<file path="src/rtl/bomb_scheduler_if.sv">
// Detonation handoff between the bomb scheduler and the stage-update logic.
interface bomb_scheduler_if;
    logic       explode_valid;
    logic [2:0] explode_id;
    logic [3:0] explode_x;
    logic [3:0] explode_y;
    logic       explode_owner;
    logic       explode_ready;

    modport master (
        output explode_valid, explode_id, explode_x, explode_y, explode_owner,
        input  explode_ready
    );

    modport slave (
        input  explode_valid, explode_id, explode_x, explode_y, explode_owner,
        output explode_ready
    );
endinterface

</file>
<file path="src/rtl/bomb_scheduler.sv">
// Six-slot bomb table: placement arbitration, fuse/blast timers on the
// 60 Hz tick, detonation handshake and a combinational slot read port.
module bomb_scheduler #(
    parameter int NUM_BOMBS      = 6,
    parameter int FUSE_TICKS     = 180,
    parameter int BLAST_TICKS    = 30,
    parameter int MAX_PER_PLAYER = 3
) (
    input  logic       clock,
    input  logic       reset,
    input  logic       tick,
    input  logic       p1_req,
    input  logic       p2_req,
    input  logic [3:0] p1_x,
    input  logic [3:0] p1_y,
    input  logic [3:0] p2_x,
    input  logic [3:0] p2_y,
    output logic       p1_ack,
    output logic       p2_ack,
    output logic       p1_nack,
    output logic       p2_nack,
    output logic [2:0] p1_count,
    output logic [2:0] p2_count,
    input  logic       chain_valid,
    input  logic [3:0] chain_x,
    input  logic [3:0] chain_y,
    input  logic [2:0] read_id,
    output logic       read_armed,
    output logic       read_blast,
    output logic [3:0] read_x,
    output logic [3:0] read_y,
    output logic       read_owner,
    bomb_scheduler_if.master ex
);

    typedef enum logic [1:0] {S_FREE, S_ARMED, S_PENDING, S_BLAST} slot_e;

    slot_e      st_q  [NUM_BOMBS];
    slot_e      st_d  [NUM_BOMBS];
    logic [3:0] x_q   [NUM_BOMBS];
    logic [3:0] x_d   [NUM_BOMBS];
    logic [3:0] y_q   [NUM_BOMBS];
    logic [3:0] y_d   [NUM_BOMBS];
    logic       own_q [NUM_BOMBS];
    logic       own_d [NUM_BOMBS];
    logic [7:0] tmr_q [NUM_BOMBS];
    logic [7:0] tmr_d [NUM_BOMBS];

    logic       ptr_q, ptr_d;
    logic       p1_ack_q, p1_ack_d, p2_ack_q, p2_ack_d;
    logic       p1_nack_q, p1_nack_d, p2_nack_q, p2_nack_d;
    logic [2:0] p1_cnt_q, p1_cnt_d, p2_cnt_q, p2_cnt_d;

    logic       r1, r2, srv1, srv2, srv;
    logic [3:0] rx, ry;
    logic       rown;
    logic [2:0] own_cnt;
    logic       free_found, dup, place;
    logic [2:0] free_idx;
    logic       pend_found, accept;
    logic [2:0] pend_idx;
    logic [2:0] dec1, dec2;

    always_comb begin
        // A player whose response is on the wire this clock is not re-decided.
        r1   = p1_req & ~(p1_ack_q | p1_nack_q);
        r2   = p2_req & ~(p2_ack_q | p2_nack_q);
        srv2 = r2 & (~r1 | ptr_q);
        srv1 = r1 & ~srv2;
        srv  = srv1 | srv2;
        ptr_d = (r1 & r2) ? ~ptr_q : ptr_q;

        rx      = srv2 ? p2_x : p1_x;
        ry      = srv2 ? p2_y : p1_y;
        rown    = srv2;
        own_cnt = srv2 ? p2_cnt_q : p1_cnt_q;

        free_found = 1'b0;
        free_idx   = '0;
        dup        = 1'b0;
        pend_found = 1'b0;
        pend_idx   = '0;
        for (int i = 0; i < NUM_BOMBS; i++) begin
            if (st_q[i] == S_FREE && !free_found) begin
                free_found = 1'b1;
                free_idx   = 3'(i);
            end
            if (st_q[i] != S_FREE && x_q[i] == rx && y_q[i] == ry)
                dup = 1'b1;
            if (st_q[i] == S_PENDING && !pend_found) begin
                pend_found = 1'b1;
                pend_idx   = 3'(i);
            end
        end

        place  = srv & free_found & ~dup &
                 (own_cnt < 3'(MAX_PER_PLAYER));
        accept = pend_found & ex.explode_ready;

        p1_ack_d  = srv1 & place;
        p2_ack_d  = srv2 & place;
        p1_nack_d = srv1 & ~place;
        p2_nack_d = srv2 & ~place;

        dec1 = '0;
        dec2 = '0;
        for (int i = 0; i < NUM_BOMBS; i++) begin
            st_d[i]  = st_q[i];
            x_d[i]   = x_q[i];
            y_d[i]   = y_q[i];
            own_d[i] = own_q[i];
            tmr_d[i] = tmr_q[i];
            unique case (st_q[i])
                S_FREE: begin
                    if (place && free_idx == 3'(i)) begin
                        st_d[i]  = S_ARMED;
                        x_d[i]   = rx;
                        y_d[i]   = ry;
                        own_d[i] = rown;
                        tmr_d[i] = 8'(FUSE_TICKS);
                    end
                end
                S_ARMED: begin
                    if (chain_valid && x_q[i] == chain_x && y_q[i] == chain_y) begin
                        st_d[i] = S_PENDING;
                    end else if (tick) begin
                        tmr_d[i] = tmr_q[i] - 8'd1;
                        if (tmr_q[i] == 8'd1)
                            st_d[i] = S_PENDING;
                    end
                end
                S_PENDING: begin
                    if (accept && pend_idx == 3'(i)) begin
                        st_d[i]  = S_BLAST;
                        tmr_d[i] = 8'(BLAST_TICKS);
                    end
                end
                S_BLAST: begin
                    if (tick) begin
                        tmr_d[i] = tmr_q[i] - 8'd1;
                        if (tmr_q[i] == 8'd1) begin
                            st_d[i]  = S_FREE;
                            x_d[i]   = '0;
                            y_d[i]   = '0;
                            own_d[i] = 1'b0;
                            if (own_q[i]) dec2 = dec2 + 3'd1;
                            else          dec1 = dec1 + 3'd1;
                        end
                    end
                end
                default: st_d[i] = S_FREE;
            endcase
        end

        p1_cnt_d = p1_cnt_q + 3'(p1_ack_d) - dec1;
        p2_cnt_d = p2_cnt_q + 3'(p2_ack_d) - dec2;
    end

    always_ff @(posedge clock) begin
        if (reset) begin
            for (int i = 0; i < NUM_BOMBS; i++) begin
                st_q[i]  <= S_FREE;
                x_q[i]   <= '0;
                y_q[i]   <= '0;
                own_q[i] <= 1'b0;
                tmr_q[i] <= '0;
            end
            ptr_q     <= 1'b0;
            p1_ack_q  <= 1'b0;
            p2_ack_q  <= 1'b0;
            p1_nack_q <= 1'b0;
            p2_nack_q <= 1'b0;
            p1_cnt_q  <= '0;
            p2_cnt_q  <= '0;
        end else begin
            st_q      <= st_d;
            x_q       <= x_d;
            y_q       <= y_d;
            own_q     <= own_d;
            tmr_q     <= tmr_d;
            ptr_q     <= ptr_d;
            p1_ack_q  <= p1_ack_d;
            p2_ack_q  <= p2_ack_d;
            p1_nack_q <= p1_nack_d;
            p2_nack_q <= p2_nack_d;
            p1_cnt_q  <= p1_cnt_d;
            p2_cnt_q  <= p2_cnt_d;
        end
    end

    assign p1_ack   = p1_ack_q;
    assign p2_ack   = p2_ack_q;
    assign p1_nack  = p1_nack_q;
    assign p2_nack  = p2_nack_q;
    assign p1_count = p1_cnt_q;
    assign p2_count = p2_cnt_q;

    assign ex.explode_valid = pend_found;
    assign ex.explode_id    = pend_idx;
    assign ex.explode_x     = pend_found ? x_q[pend_idx] : '0;
    assign ex.explode_y     = pend_found ? y_q[pend_idx] : '0;
    assign ex.explode_owner = pend_found & own_q[pend_idx];

    always_comb begin
        read_armed = 1'b0;
        read_blast = 1'b0;
        read_x     = '0;
        read_y     = '0;
        read_owner = 1'b0;
        if (read_id < 3'(NUM_BOMBS)) begin
            if (st_q[read_id] != S_FREE) begin
                read_armed = st_q[read_id] == S_ARMED ||
                             st_q[read_id] == S_PENDING;
                read_blast = st_q[read_id] == S_BLAST;
                read_x     = x_q[read_id];
                read_y     = y_q[read_id];
                read_owner = own_q[read_id];
            end
        end
    end

endmodule

</file>
<file path="src/flat_wrapper.sv">
// flat-port wrapper written by rule: the top's interface ports become plain ports
module bomb_scheduler_flat 
#(
    parameter int NUM_BOMBS      = 6,
    parameter int FUSE_TICKS     = 180,
    parameter int BLAST_TICKS    = 30,
    parameter int MAX_PER_PLAYER = 3
)
  (clock, reset, tick, p1_req, p2_req, p1_x, p1_y, p2_x, p2_y, p1_ack, p2_ack, p1_nack, p2_nack, p1_count, p2_count, chain_valid, chain_x, chain_y, read_id, read_armed, read_blast, read_x, read_y, read_owner, ex_explode_valid, ex_explode_id, ex_explode_x, ex_explode_y, ex_explode_owner, ex_explode_ready);
  bomb_scheduler_if ex_i ();
  input  logic clock;
  input  logic reset;
  input  logic tick;
  input  logic p1_req;
  input  logic p2_req;
  input  logic [3:0] p1_x;
  input  logic [3:0] p1_y;
  input  logic [3:0] p2_x;
  input  logic [3:0] p2_y;
  output logic p1_ack;
  output logic p2_ack;
  output logic p1_nack;
  output logic p2_nack;
  output logic [2:0] p1_count;
  output logic [2:0] p2_count;
  input  logic chain_valid;
  input  logic [3:0] chain_x;
  input  logic [3:0] chain_y;
  input  logic [2:0] read_id;
  output logic read_armed;
  output logic read_blast;
  output logic [3:0] read_x;
  output logic [3:0] read_y;
  output logic read_owner;
  output wire logic [$bits(ex_i.explode_valid)-1:0] ex_explode_valid;
  output wire logic [$bits(ex_i.explode_id)-1:0] ex_explode_id;
  output wire logic [$bits(ex_i.explode_x)-1:0] ex_explode_x;
  output wire logic [$bits(ex_i.explode_y)-1:0] ex_explode_y;
  output wire logic [$bits(ex_i.explode_owner)-1:0] ex_explode_owner;
  input wire logic [$bits(ex_i.explode_ready)-1:0] ex_explode_ready;
  assign ex_explode_valid = ex_i.explode_valid;
  assign ex_explode_id = ex_i.explode_id;
  assign ex_explode_x = ex_i.explode_x;
  assign ex_explode_y = ex_i.explode_y;
  assign ex_explode_owner = ex_i.explode_owner;
  assign ex_i.explode_ready = ex_explode_ready;
  bomb_scheduler #(.NUM_BOMBS(NUM_BOMBS), .FUSE_TICKS(FUSE_TICKS), .BLAST_TICKS(BLAST_TICKS), .MAX_PER_PLAYER(MAX_PER_PLAYER)) u_core (.clock(clock), .reset(reset), .tick(tick), .p1_req(p1_req), .p2_req(p2_req), .p1_x(p1_x), .p1_y(p1_y), .p2_x(p2_x), .p2_y(p2_y), .p1_ack(p1_ack), .p2_ack(p2_ack), .p1_nack(p1_nack), .p2_nack(p2_nack), .p1_count(p1_count), .p2_count(p2_count), .chain_valid(chain_valid), .chain_x(chain_x), .chain_y(chain_y), .read_id(read_id), .read_armed(read_armed), .read_blast(read_blast), .read_x(read_x), .read_y(read_y), .read_owner(read_owner), .ex(ex_i));
endmodule
</file>
<file path="config.mk">
export PLATFORM = sky130hd
export DESIGN_NAME = bomb_scheduler_flat
export DESIGN_NICKNAME = d
export VERILOG_FILES = /design/src/rtl/bomb_scheduler_if.sv /design/src/rtl/bomb_scheduler.sv /design/src/flat_wrapper.sv
export SDC_FILE = /design/constraint.sdc
export NUM_CORES = 1
export LEC_CHECK = 0
export ABC_AREA = 0
export CORE_MARGIN = 4
export CORE_UTILIZATION = 30
export DETAILED_ROUTE_END_ITERATION = 7
export GPL_TIMING_DRIVEN = 1
export SETUP_SLACK_MARGIN = 0.1
export SYNTH_ARGS = -nofsm -noshare
export SYNTH_HDL_FRONTEND = slang
export SYNTH_SLANG_ARGS = --single-unit
</file>
<file path="constraint.sdc">
create_clock -name clock -period 6.55 [get_ports clock]
set_input_delay 1.6375 -clock clock [delete_from_list [all_inputs] [get_ports clock]]
set_output_delay 1.6375 -clock clock [all_outputs]
set_load 0.005 [all_outputs]
</file>
==> flow_summary.toml, run 1 <==
[run_status]
status = "completed"

[power_and_ir_drop]
pwr-share-comb_pct = 46.0
pwr-share-seq_pct = 31.0
netSwitchingFraction_pct = 46.3
powerDensity_nw_per_um2 = 313
ir_drop_v = 0.000191
p_leak_nw = 4.74
clkPwrFrac_pct = 23.0
p_sw_mw = 1.83
internal-power_mw = 2.12

[drt]
vias = 11000
drt_iter0_markers = 1218
viasPerCell = 5.72
drt-pass1-iter-count = 5
drc = 0
routedWlPerCell_um = 20.7
totalWireLength_mm = 39.8
drtAntennaViolNets = 0

[die]
io_pins = 68
core_area_um2 = 35800
start_util_pct = 30.6
die_h_um = 199
die_w_um = 199
rows = 69
dieArea_um2 = 39700

[placement]
hpwl_mm = 29.5
io_buffers = 67
place_congestion = 0.983
place_area_um2 = 12000
dp.cells = 1891

[worst_setup_path]
cp_data_required_time_ns = 6.84
start_kind = "input port"
worstSetupEndpointType = "flip-flop"
arrival_ns = 6.48
worstSetupPathType = "in2reg"
worst-path-max-fanout = 4

[timing]
drv_slew = 0
relSlewSlack_pct = 21.1
rsz0062_at_grt = "yes"
worst_pin_slew_ns = 1.18
finalHoldViolations = 0
finalCritPeriodShare_pct = 94.5
finalCriticalPeriod_ns = 6.19
fin_worst_skew_ns = 0.0133
fmax_mhz = 161
holdWs_ns = 0.500
final-setup-viol-count = 0

[global_routing]
overflow = 0
grt_usage_pct = 19.6
grt_pass1_wl_mm = 61.1
grt_max_degree = 69
antenna_found_initial = 0
grt_pass1_vias = 10400
gr-usage-met3_pct = 3.74
busiest_layer = "met2"
grt_use_met2_pct = 31.4
grt_use_met1_pct = 27.0

[clocking]
clkSinkCount = 125
cts_tree = "done"
cts.htree.levels = 4
cts-hold-fix-buffers = 0
numCtsBuffers = 17
clk_pin_slew_ns = 0.07
clockBufferDepth = 2
clk_latency_ns = 0.44
clock-root-buffer = "clkbuf_16"

[synthesis]
ys_seq_elements = 125
synth_top_family_by_area = "simple AND/OR/NAND/NOR gates"
synth.distinct_cells = 89
yosys.area_share.adder_pct = 6.41
synth_area_um2 = 11000
synth-compound-area-share_pct = 21.5
synthFlopType = "dfxtp_1"
synthArstFlopShare_pct = 0
muxShareOfSynthArea_pct = 7.03
ys.warnings.count = 0
synth_xor_area_share_pct = 9.18
syn_nets = 1540
ys_seq_area_share_pct = 22.8
syn_inst = 1451
synth_edf_count = 0
synth-simple-area-share_pct = 25.3
syn_avg_cell_area_um2 = 7.56

[hold_path]
hold_class = "reg2reg"

[layout]
drive_gt1_share_pct = 9.91
stdcell_area_um2 = 12600
nets = 1539
syn_to_final_growth_pct = 14.7
n_antenna_cell = 0
stdcell_count = 1924

[run]
max-cap-violations = 0
-- worst max-delay path: stages --
cell and delay [ns]:
clkdlybuf4s50_1 0.42, and2_4 0.15, and3_4 0.17, buf_4 0.14, and3b_1 0.19, ha_1 0.29
mux2i_1 0.19, nor2_1 0.08, ha_1 0.30, a21oi_2 0.15, nor2_1 0.06, ha_1 0.27
nand2_1 0.05, o31ai_1 0.10, ha_1 0.29, mux2_2 0.28, ha_1 0.27, mux2i_1 0.16
ha_1 0.28, fa_1 0.44, xnor2_1 0.22, xnor2_1 0.17, xnor2_1 0.14, nor2_1 0.05
-- registers in the layout (all words and copies together) (netlist names), 3 cells and up --
signal,count
u_core.own_q,6
u_core.tmr_q,48
u_core.y_q,24
u_core.x_q,24
u_core.p2_count,3
u_core.p1_count,3
u_core.st_q,12
-- cell families (layout without fill, tap and decap cells) --
| logic type | Yosys count | in the layout |
|---|---|---|
| adder cells (fa/ha/maj) | 55 | 55 |
| AND/OR/NAND/NOR | 551 | 551 |
| multiplexers | 62 | 62 |
| AO/OA/AOI/OAI | 336 | 336 |
| flip-flops | 125 | 125 |
| buffers and inverters | 207 | 219 |
| XOR/XNOR | 115 | 115 |
-- cell usage in the layout, fill, tap and decap left out, drive strengths merged, types with 26 or more instances in the layout --
| cell type | instances |
|---|---|
| a21oi | 103 |
| a31oi | 27 |
| buf | 41 |
| clkdlybuf4s50 | 66 |
| dfxtp | 125 |
| ha | 53 |
| inv | 86 |
| mux2i | 41 |
| nand2 | 132 |
| nand3 | 49 |
| nor2 | 144 |
| nor2b | 26 |
| nor3 | 50 |
| o21ai | 46 |
| o31ai | 26 |
| xnor2 | 47 |
| xor2 | 68 |
-- worst paths after layout --
path	startpoint	end	slack [ns]	cells past startpoint
setup / recovery	tick	u_core.p1_count[2]	0.36	24
hold / removal	u_core.tmr_q[22]	u_core.tmr_q[22]	0.50	2
hold reg to reg	u_core.tmr_q[22]	u_core.tmr_q[22]	0.50	2
setup reg to reg	u_core.tmr_q[44]	u_core.p1_count[2]	1.13	23
-- stage by stage --
step | worst slack, ns | power [mW] | TNS (ns) | utilization, %
detailed placement | -0.222 | 3.00 | -0.306 | 33.4
global placement | -0.119 | 2.98 | -0.119 | 33.4
floorplan | 0.390 | 2.47 | 0 | -
CTS | 0.223 | 3.92 | 0 | 34.9
finish | 0.358 | 3.94 | 0 | 35.1
global route | 0.00106 | 4.18 | 0 | 35.1
-- power groups by stage --
stage | clock, mW | combinational (mW) | sequential, mW
floorplan | 0 | 1.43 | 1.04
global placement | 0 | 1.76 | 1.22
detailed placement | 0 | 1.77 | 1.23
CTS | 0.926 | 1.78 | 1.21
global route | 0.956 | 1.99 | 1.24
finish | 0.908 | 1.81 | 1.22
-- routing by layer --
metal	part of all wire, %	vias to the layer above
li1	-	5177
met1	44	5240
met2	45	502
met3	9.1	79
met4	2.3	0
met5	0	-
-- synthesized netlist by cell type (5+ instances only) --
library cell  count  area share, %
dfxtp_1         125             23
nand2b_1         12           0.68
a31o_2            5           0.40
nor3_1           50            2.3
o21ai_0          34            1.6
and2_1           13           0.74
or2_2             5           0.29
mux4_2           11            2.3
nor4_1           23            1.3
buf_2             8           0.36
buf_4             7           0.48
o21ai_1          12           0.55
a21oi_1          97            4.4
o22ai_1          12           0.68
nand3_1          48            2.2
nand4_1          25            1.4
o211ai_1          5           0.34
nor2_1          141            4.8
and3_1           12           0.68
nand3b_1          7           0.48
or4_1            19            1.3
o221ai_1         11           0.88
buf_1            13           0.44
nor2b_1          26            1.5
mux2_2            8           0.82
ha_1             53            6.0
nor3b_1           5           0.34
nand2_1         130            4.4
xnor2_1          47            3.8
a31oi_1          23            1.3
a221oi_1          9           0.72
clkbuf_1         92            3.1
o31ai_1          26            1.8
a32o_1            7           0.64
mux2i_1          41            3.7
xor2_1           68            5.4
a21oi_2           5           0.40
inv_1            77            2.6
or3_1            18            1.0
o21bai_1          5           0.34
a211oi_1         25            1.7
-- area by class of cell --
| class | instances | area (µm²) |
|---|---|---|
| clock buffers | 17 | 425 |
| clock inverters | 15 | 125 |
| fillers | 3722 | 23200 |
| inverters | 80 | 300 |
| multi-input cells | 1119 | 7680 |
| flip-flops and latches | 125 | 2500 |
| well taps | 461 | 577 |
| repair buffers | 107 | 968 |
-- repair_timing --
item                       CTS  global route
setup endpoints to repair    0             2
buffers inserted             0             1
gates resized for setup      0            14
Note: power is estimated with default switching activity, not from simulation.
==> run 2: changes to the inputs <==
- CORE_ASPECT_RATIO: unset -> 2
==> run 2 against run 1 <==
Effect of this change: utilization is 0.16 points higher; fmax up 1.4%; setup slack better by 0.084 ns; sequential power about the same; critical endpoint is now u_core.p2_count[2]; largest power group unchanged.
==> flow_summary.toml, run 2 (synthesized netlist as in run 1, its figures left out) <==
[worst_setup_path]
start_kind = "input port"
worstSetupPathType = "in2reg"
crit_family = "adder cells"
cp_data_required_time_ns = 6.86
worstSetupEndpointType = "flip-flop"
r2r_cells = 28
arrival_ns = 6.41
crit_buf_inv = 4
cp_num_cells = 29
worst_path_max_delay_cell = "fa_1"
cp_slowest_stage_delay_ns = 0.43
path_common_cell = "ha_1"
worst-path-max-fanout = 3

[die]
die_w_um = 143
dieArea_um2 = 39900
die_h_um = 278
rows = 98
core_area_um2 = 35900
io_pins = 68
start_util_pct = 30.5

[clocking]
clock-root-buffer = "clkbuf_16"
clk_latency_ns = 0.44
clkSinkCount = 125
numCtsBuffers = 17
cts.htree.levels = 4
clk_pin_slew_ns = 0.06
cts_tree = "done"
clockBufferDepth = 2

[layout]
stdcell_count = 1929
top_regs = "u_core.tmr_q: 48 flops, u_core.x_q: 24 flops, u_core.y_q: 24 flops"
fillers = 3741
final_cell_mix = "nor2_1, nand2_1, dfxtp_1"
nets = 1555
stdcell_area_um2 = 12700
syn_to_final_growth_pct = 15.5
largest_register = "u_core.tmr_q"
largest_reg_flops = 48
drive_gt1_share_pct = 10.2
final_common_cell = "nor2_1"
n_antenna_cell = 0

[drt]
totalWireLength_mm = 45.8
vias = 11200
drc = 0
drtAntennaViolNets = 0
drt_iter0_markers = 823
routedWlPerCell_um = 23.7
drt-pass1-iter-count = 5
viasPerCell = 5.83

[global_routing]
grt_pass1_wl_mm = 67.7
grt_max_degree = 61
overflow = 0
antenna_found_initial = 0
grt_pass1_vias = 11100
grt_usage_pct = 22.7

[hold_path]
hold_class = "reg2reg"
hold_depth = 2

[timing]
rsz0062_at_grt = "no"
finalCriticalPeriod_ns = 6.11
drv_slew = 0
fmax_mhz = 164
fin_worst_skew_ns = 0.00995
holdWs_ns = 0.499
relSlewSlack_pct = 6.00
worst_pin_slew_ns = 1.41
final-setup-viol-count = 0
finalHoldViolations = 0
finalCritPeriodShare_pct = 93.3

[power_and_ir_drop]
powerDensity_nw_per_um2 = 321
ir_drop_v = 0.000168
p_leak_nw = 4.84

[placement]
place_congestion = 1.04
io_buffers = 67
dp.cells = 1896
place_area_um2 = 12100
hpwl_mm = 35.5

[run]
max-cap-violations = 0

[run_status]
status = "completed"
==> run 2: cell types whose count changed in the layout (fill, tap and decap cells not counted), moves of 2 or more <==
cell       change
buf_4         +16
inv_8          -2
ha_4           -2
bufinv_16      +2
o21ai_2        -2
ha_1           +2
xnor2_2        -2
xnor2_1        +2
==> run 2: final cells by class <==
class	count	area (µm²)	area share, %
clock buffers	18	439	3.46
inverters	80	300	2.37
well taps	450	563	4.44
multi-input cells	1119	7620	60.1
clock inverters	14	158	1.24
repair buffers	123	1090	8.61
flip-flops and latches	125	2500	19.7
==> run 2: worst paths after layout <==
| path | slack (ns) | from | endpoint |
|---|---|---|---|
| setup / recovery | 0.44 | tick | u_core.p2_count[2] |
| hold / removal | 0.50 | u_core.tmr_q[22] | u_core.tmr_q[22] |
| setup reg to reg | 1.08 | u_core.tmr_q[43] | u_core.p2_count[2] |
| hold reg to reg | 0.50 | u_core.tmr_q[22] | u_core.tmr_q[22] |
==> run 2: worst register-to-register path, delay by kind of cell (launching register included) <==
kind | cells | cell delay, ns
flip-flops | 1 | 0.38
buffers and inverters | 3 | 0.23
AO/OA/AOI/OAI | 9 | 1.23
adder cells (fa/ha/maj) | 6 | 1.80
XOR/XNOR | 2 | 0.37
AND/OR/NAND/NOR | 8 | 1.32
==> run 2: where the power goes <==
| part | internal [mW] | leakage (nW) | switching, mW |
|---|---|---|---|
| clock network | 0.577 | 0.285 | 0.403 |
| logic | 0.710 | 3.54 | 1.15 |
| registers | 0.914 | 1.01 | 0.318 |
| total | 2.20 | 4.84 | 1.87 |
==> run 2: stage by stage <==
step	setup WS (ns)	power [mW]	utilization [%]	setup TNS (ns)
2_1_floorplan	0.390	2.47	-	0
3_3_place_gp	-0.374	3.04	33.6	-0.497
3_5_place_dp	-0.359	3.06	33.6	-0.598
4_1_cts	0.141	4.05	35.2	0
5_1_grt	0.193	4.29	35.3	0
6_report	0.442	4.07	35.3	0
==> run 2: timing repair <==
item | 4_1_cts | 5_1_grt
setup endpoints to repair | 1 | 2
gates resized for setup | 1 | 3
buffers inserted | 0 | 1
pin swaps | 0 | 1
hold buffers | 0 | 0
==> run 2: layer usage <==
| metal | vias to the layer above | GRT usage [%] | share of wire [%] |
|---|---|---|---|
| met5 | - | 0 | 0 |
| met4 | 0 | 21.6 | 11 |
| met3 | 191 | 4.02 | 5.0 |
| met2 | 471 | 40.7 | 51 |
| met1 | 5368 | 20.8 | 32 |
| li1 | 5213 | - | - |
